$ cat src/rtl/mem_arbiter.sv
// mem_arbiter: shares one single-port RAM between fetch and data ports with RMW partial stores
module mem_arbiter #(
  parameter int RAM_AW     = 14,
  parameter int STARVE_MAX = 4
) (
  input  logic              clk,
  input  logic              rst,
  input  logic              if_req,
  input  logic [31:0]       if_addr,
  output logic [31:0]       if_rdata,
  output logic              if_ack,
  output logic              if_err,
  input  logic              dm_req,
  input  logic              dm_we,
  input  logic [31:0]       dm_addr,
  input  logic [31:0]       dm_wdata,
  input  logic [3:0]        dm_wstrb,
  output logic [31:0]       dm_rdata,
  output logic              dm_ack,
  output logic              dm_err,
  output logic              ram_en,
  output logic              ram_we,
  output logic [RAM_AW-1:0] ram_addr,
  output logic [31:0]       ram_wdata,
  input  logic [31:0]       ram_rdata
);
  typedef enum logic [2:0] {IDLE, RD, RDATA, RMW, WR, NOP, ERR} state_t;
  state_t            state_q, state_d;
  logic              owner_q, owner_d;
  logic [RAM_AW-1:0] addr_q, addr_d;
  logic              we_q, we_d;
  logic [31:0]       wdata_q, wdata_d;
  logic [3:0]        wstrb_q, wstrb_d;
  logic [2:0]        starve_q, starve_d;
  logic              gnt_dm, gnt_if, oor, done;
  logic [31:0]       req_addr, merged;
  logic              unused_bits;
  assign unused_bits = ^req_addr[1:0];
  // state and transaction latches; owner_q=1 means the data port owns the RAM
  always_ff @(posedge clk or negedge rst) begin
    if (!rst) begin
      state_q  <= IDLE;
      owner_q  <= 1'b0;
      addr_q   <= '0;
      we_q     <= 1'b0;
      wdata_q  <= '0;
      wstrb_q  <= '0;
      starve_q <= '0;
    end else begin
      state_q  <= state_d;
      owner_q  <= owner_d;
      addr_q   <= addr_d;
      we_q     <= we_d;
      wdata_q  <= wdata_d;
      wstrb_q  <= wstrb_d;
      starve_q <= starve_d;
    end
  end
  // arbitration with fetch starvation guard, routing and next state
  always_comb begin
    gnt_dm   = state_q == IDLE && dm_req && !(if_req && starve_q == 3'(STARVE_MAX));
    gnt_if   = state_q == IDLE && if_req && !gnt_dm;
    req_addr = gnt_dm ? dm_addr : if_addr;
    oor      = |req_addr[31:RAM_AW+2];
    owner_d  = owner_q;
    addr_d   = addr_q;
    we_d     = we_q;
    wdata_d  = wdata_q;
    wstrb_d  = wstrb_q;
    starve_d = starve_q;
    state_d  = state_q == RD ? RDATA : state_q == RMW ? WR : IDLE;
    if (state_q == IDLE) begin
      starve_d = (gnt_if || !if_req) ? 3'd0
               : (gnt_dm && starve_q != 3'(STARVE_MAX)) ? starve_q + 3'd1 : starve_q;
      if (gnt_dm || gnt_if) begin
        owner_d = gnt_dm;
        addr_d  = req_addr[RAM_AW+1:2];
        we_d    = gnt_dm && dm_we;
        wdata_d = gnt_dm ? dm_wdata : 32'd0;
        wstrb_d = gnt_dm ? dm_wstrb : 4'd0;
        state_d = oor ? ERR : !we_d ? RD : wstrb_d == 4'hf ? WR : wstrb_d == 4'h0 ? NOP : RMW;
      end
    end
  end
  // byte merge of store data over the word read back during RMW
  always_comb begin
    merged = '0;
    for (int i = 0; i < 4; i++)
      merged[8*i +: 8] = wstrb_q[i] ? wdata_q[8*i +: 8] : ram_rdata[8*i +: 8];
  end
  // outputs decoded from registered state only
  always_comb begin
    done      = state_q inside {RDATA, WR, NOP, ERR};
    ram_en    = state_q inside {RD, RMW, WR};
    ram_we    = state_q == WR && we_q;
    ram_addr  = ram_en ? addr_q : '0;
    ram_wdata = ram_we ? merged : 32'd0;
    if_ack    = done && !owner_q;
    dm_ack    = done && owner_q;
    if_err    = state_q == ERR && !owner_q;
    dm_err    = state_q == ERR && owner_q;
    if_rdata  = (state_q == RDATA && !owner_q) ? ram_rdata : 32'd0;
    dm_rdata  = (state_q == RDATA && owner_q) ? ram_rdata : 32'd0;
  end
endmodule

$ cat config.mk
export PLATFORM = sky130hd
export DESIGN_NAME = mem_arbiter
export DESIGN_NICKNAME = d
export VERILOG_FILES = /design/src/rtl/mem_arbiter.sv
export SDC_FILE = /design/constraint.sdc
export NUM_CORES = 1
export LEC_CHECK = 0
export CORE_UTILIZATION = 30
export CTS_BUF_LIST = sky130_fd_sc_hd__clkbuf_8
export DETAILED_ROUTE_END_ITERATION = 16
export GPL_TIMING_DRIVEN = 0
export PLACE_DENSITY = 0.71
export SLEW_MARGIN = 30
export SYNTH_ARGS = -nofsm -noshare
export SYNTH_HDL_FRONTEND = slang
export SYNTH_SLANG_ARGS = --single-unit
$ cat constraint.sdc
create_clock -name clk -period 1.8 [get_ports clk]
set_input_delay 0.27 -clock clk [delete_from_list [all_inputs] [get_ports clk]]
set_output_delay 0.27 -clock clk [all_outputs]
set_load 0.02 [all_outputs]
==> summary.txt <==
Outcome
  – Run status: finished with violations
  – Failing checks: setup timing

STA
  – Worst Skew: 16.5 ps
  – Relative slew slack: 64.3%
  – Max Fclk: 489 MHz
  – RSZ-0062 raised after global routing: yes
  – Final Worst Setup Slack: -245 ps
  – Worst-margin pin slew: roughly 540 ps
  – Setup Viol. Count Final: roughly 110
  – Minimum clock period: slightly above 2000 ps
  – Final max-slew violation count: 0
  – Tcrit/Tclk final: 114%
  – Final hold vios: 0

Cells and area
  – N_diodes: 0
  – Commonest non-fill, non-tap cell in the layout: clkdlybuf4s50_1
  – Nets: slightly above 800
  – Commonest non-fill, non-tap cells in the layout: clkdlybuf4s50_1, buf_6, and2_4
  – Post-layout util: 67.4%
  – Area Overhead vs Synth: 119%
  – Ratio of cells with drive above 1 in the final layout: between 40 and 50%
  – Fin area: 7700 sq um

Job
  – Max-Cap Viols: 0

Detailed routing
  – Via count: 4062
  – Residual DRC: 0
  – Routed Antenna Nets: 0
  – Final wirelength: ~15000 um
  – Vias/cell: 4.98
  – WL per Instance: between 15 and 20 um
  – 1st-pass router iterations: 4
  – Initial DRC Count: 97

Floorplanning
  – Initial core utilization: between 30 and 40%
  – Die ar.: about 12000 sq um
  – Die H: 110 um
  – Row count: 39
  – Die W: roughly 110 um
  – Num ports: 253
  – Core area: 11400 sq um

GRT
  – Initial antenna violation count: 0
  – Total grt overflow: 0
  – GR Util All Layers: 22.8%
  – Number of global-route vias before repair: about 4.2k
  – Largest net degree at the start of global routing: 33
  – First-pass GRT wire length: 20900 um

Placement
  – GPL Wtd Cong: 0.760
  – IO buf count: between 200 and 250
  – Dpl cell area: 6200 sq um
  – Post-DP HPWL: between 10000 and 15000 um

Power
  – PwrDens: 513 nW/um^2
  – Leak: 0.00343 uW
  – VDD IR-drop max: 0.334 mV

Setup path
  – Reg2reg path depth: 8
  – CP Capture Type: primary output
  – Worst R2R Start: state_q[2]
  – Critical Path AT: 1770 ps
  – Critical path required time: 1530 ps
  – Worst r2r dst: state_q[1]
  – Crit path max fanout: 8
  – Crit Path Class: reg2out
  – R2R setup slack: 0 ps
  – Worst setup startpoint: owner_q
  – CP Launch Type: register

Clock tree
  – H-tree levels: 3
  – Clock root buffer: clkbuf_8
  – CTS tree: done
  – Clk pin slew, worst setup/hold paths: 80 ps
  – Max clock buf depth: 2
  – TritonCTS Buffers: 9
  – Clock network latency to the later pin of the worst-skew pair: 330 ps
  – # clock sinks: 58

Yosys
  – Synth Instances: between 300 and 400
  – Yosys reg bits: 58
  – Syn avg cell area: ~9.5 sq um
  – Part of the Yosys area used for sequential elements: 41.3%
  – Synthesized cell area: 3520 sq um
  – Yosys cell types: 33
  – Syn Nets: approximately 510
  – Yosys Warn Count: 0

Hold path
  – HP Class: in2async
[metrics by stage]
step	hold WS (ps)	std cells	TNS [ps]	total power [uW]	worst slack, ps
floorplan	-25.6	370	0	1970	82.4
global placement	454	761	-160230	2450	-1390
detailed placement	215	762	-83620	2490	-977
CTS	400	807	-18780	3900	-245
global route	407	815	-27580	4140	-339
finish	393	815	-17910	3950	-245
[cell usage after synthesis]
| master | count | area share [%] |
|---|---|---|
| and2_1 | 64 | 11 |
| dfrtp_1 | 58 | 41 |
| mux2i_1 | 46 | 13 |
| nor2_1 | 38 | 4.1 |
| a22o_1 | 37 | 9.2 |
| o21ai_0 | 20 | 2.8 |
| nand2_1 | 17 | 1.8 |
| clkbuf_1 | 14 | 1.5 |
| nor2b_1 | 11 | 2.0 |
| nor4_1 | 8 | 1.4 |
| buf_2 | 7 | 1.0 |
| inv_1 | 7 | 0.75 |
| and2b_1 | 4 | 0.85 |
| buf_6 | 4 | 1.3 |
| nand4_1 | 4 | 0.71 |
| a211oi_1 | 3 | 0.64 |
| a21oi_1 | 3 | 0.43 |
| nand3_1 | 3 | 0.43 |
| nor3_1 | 3 | 0.43 |
| buf_1 | 2 | 0.21 |
| buf_4 | 2 | 0.43 |
| ha_1 | 2 | 0.71 |
| nor4_2 | 2 | 0.71 |
| nor4b_1 | 2 | 0.50 |
| a311oi_2 | 1 | 0.43 |
| and3_1 | 1 | 0.18 |
| clkbuf_2 | 1 | 0.14 |
| mux2_2 | 1 | 0.32 |
| nor3_4 | 1 | 0.46 |
| o21a_1 | 1 | 0.21 |
| o2bb2ai_1 | 1 | 0.25 |
| or3_1 | 1 | 0.18 |
| or4_1 | 1 | 0.21 |
[power breakdown]
group	internal [uW]	switching, uW	leakage, uW	total, uW
clock	751	522	0.000112	1270
sequential	1460	133	0.000725	1590
combinational	633	455	0.00260	1090
total	2840	1110	0.00343	3950
[worst max-delay path: stages, from the launching register on]
cell      delay (ps)
dfrtp_1          390
inv_1            120
nor4_4           290
buf_6            210
clkbuf_8         180
and2_4           150
buf_6            110
[cell families after synthesis]
family / after synthesis / synth area share [%]
simple gates: 160 / 25.3
buf+inv: 37 / 5.30
flops: 58 / 41.3
compound gates: 66 / 14.0
mux: 47 / 13.4
fa+ha+maj: 2 / 0.711
[worst max path at each step]
stage / to / slack (ps)
final: dm_rdata[10] / -240
after global routing: if_rdata[5] / -340
after CTS: if_rdata[18] / -240
after detailed placement: dm_rdata[16] / -980
after global placement: wdata_q[3] / -1390
after floorplan: ram_addr[4] / 80
[repair_timing]
item,CTS,global route
gates cloned,5,1
pin swaps,27,26
resized for setup,823,114
endpoints found under the hold margin,26,0
setup endpoints to repair,116,166
buffers inserted,27,9
hold buffers,1,0
[per-layer routing]
| metal | part of all wire [%] | global-route usage (%) | vias to the layer above |
|---|---|---|---|
| met3 | 7.2 | 4.82 | 32 |
| li1 | - | - | 1889 |
| met5 | 0 | 0 | - |
| met1 | 38 | 25.1 | 1961 |
| met4 | 2.6 | 10.1 | 0 |
| met2 | 52 | 41.7 | 180 |
[state kept, by name, indices dropped and copies added, names as in the netlist]
signal	flops
we_q	1
starve_q	3
wdata_q	32
wstrb_q	4
owner_q	1
addr_q	14
state_q	3
[cell type report]
cell class              instances  area [sq um]
inverters                       7          31.3
clock inverters                 4          48.8
repair buffers                291          3100
well taps                     143           179
multi-input cells             275          2400
flip-flops and latches         58          1460
clock buffers                  12           165
plain buffers                  25           327
fillers                       885          3720
Power figures use the tool's default switching activity.
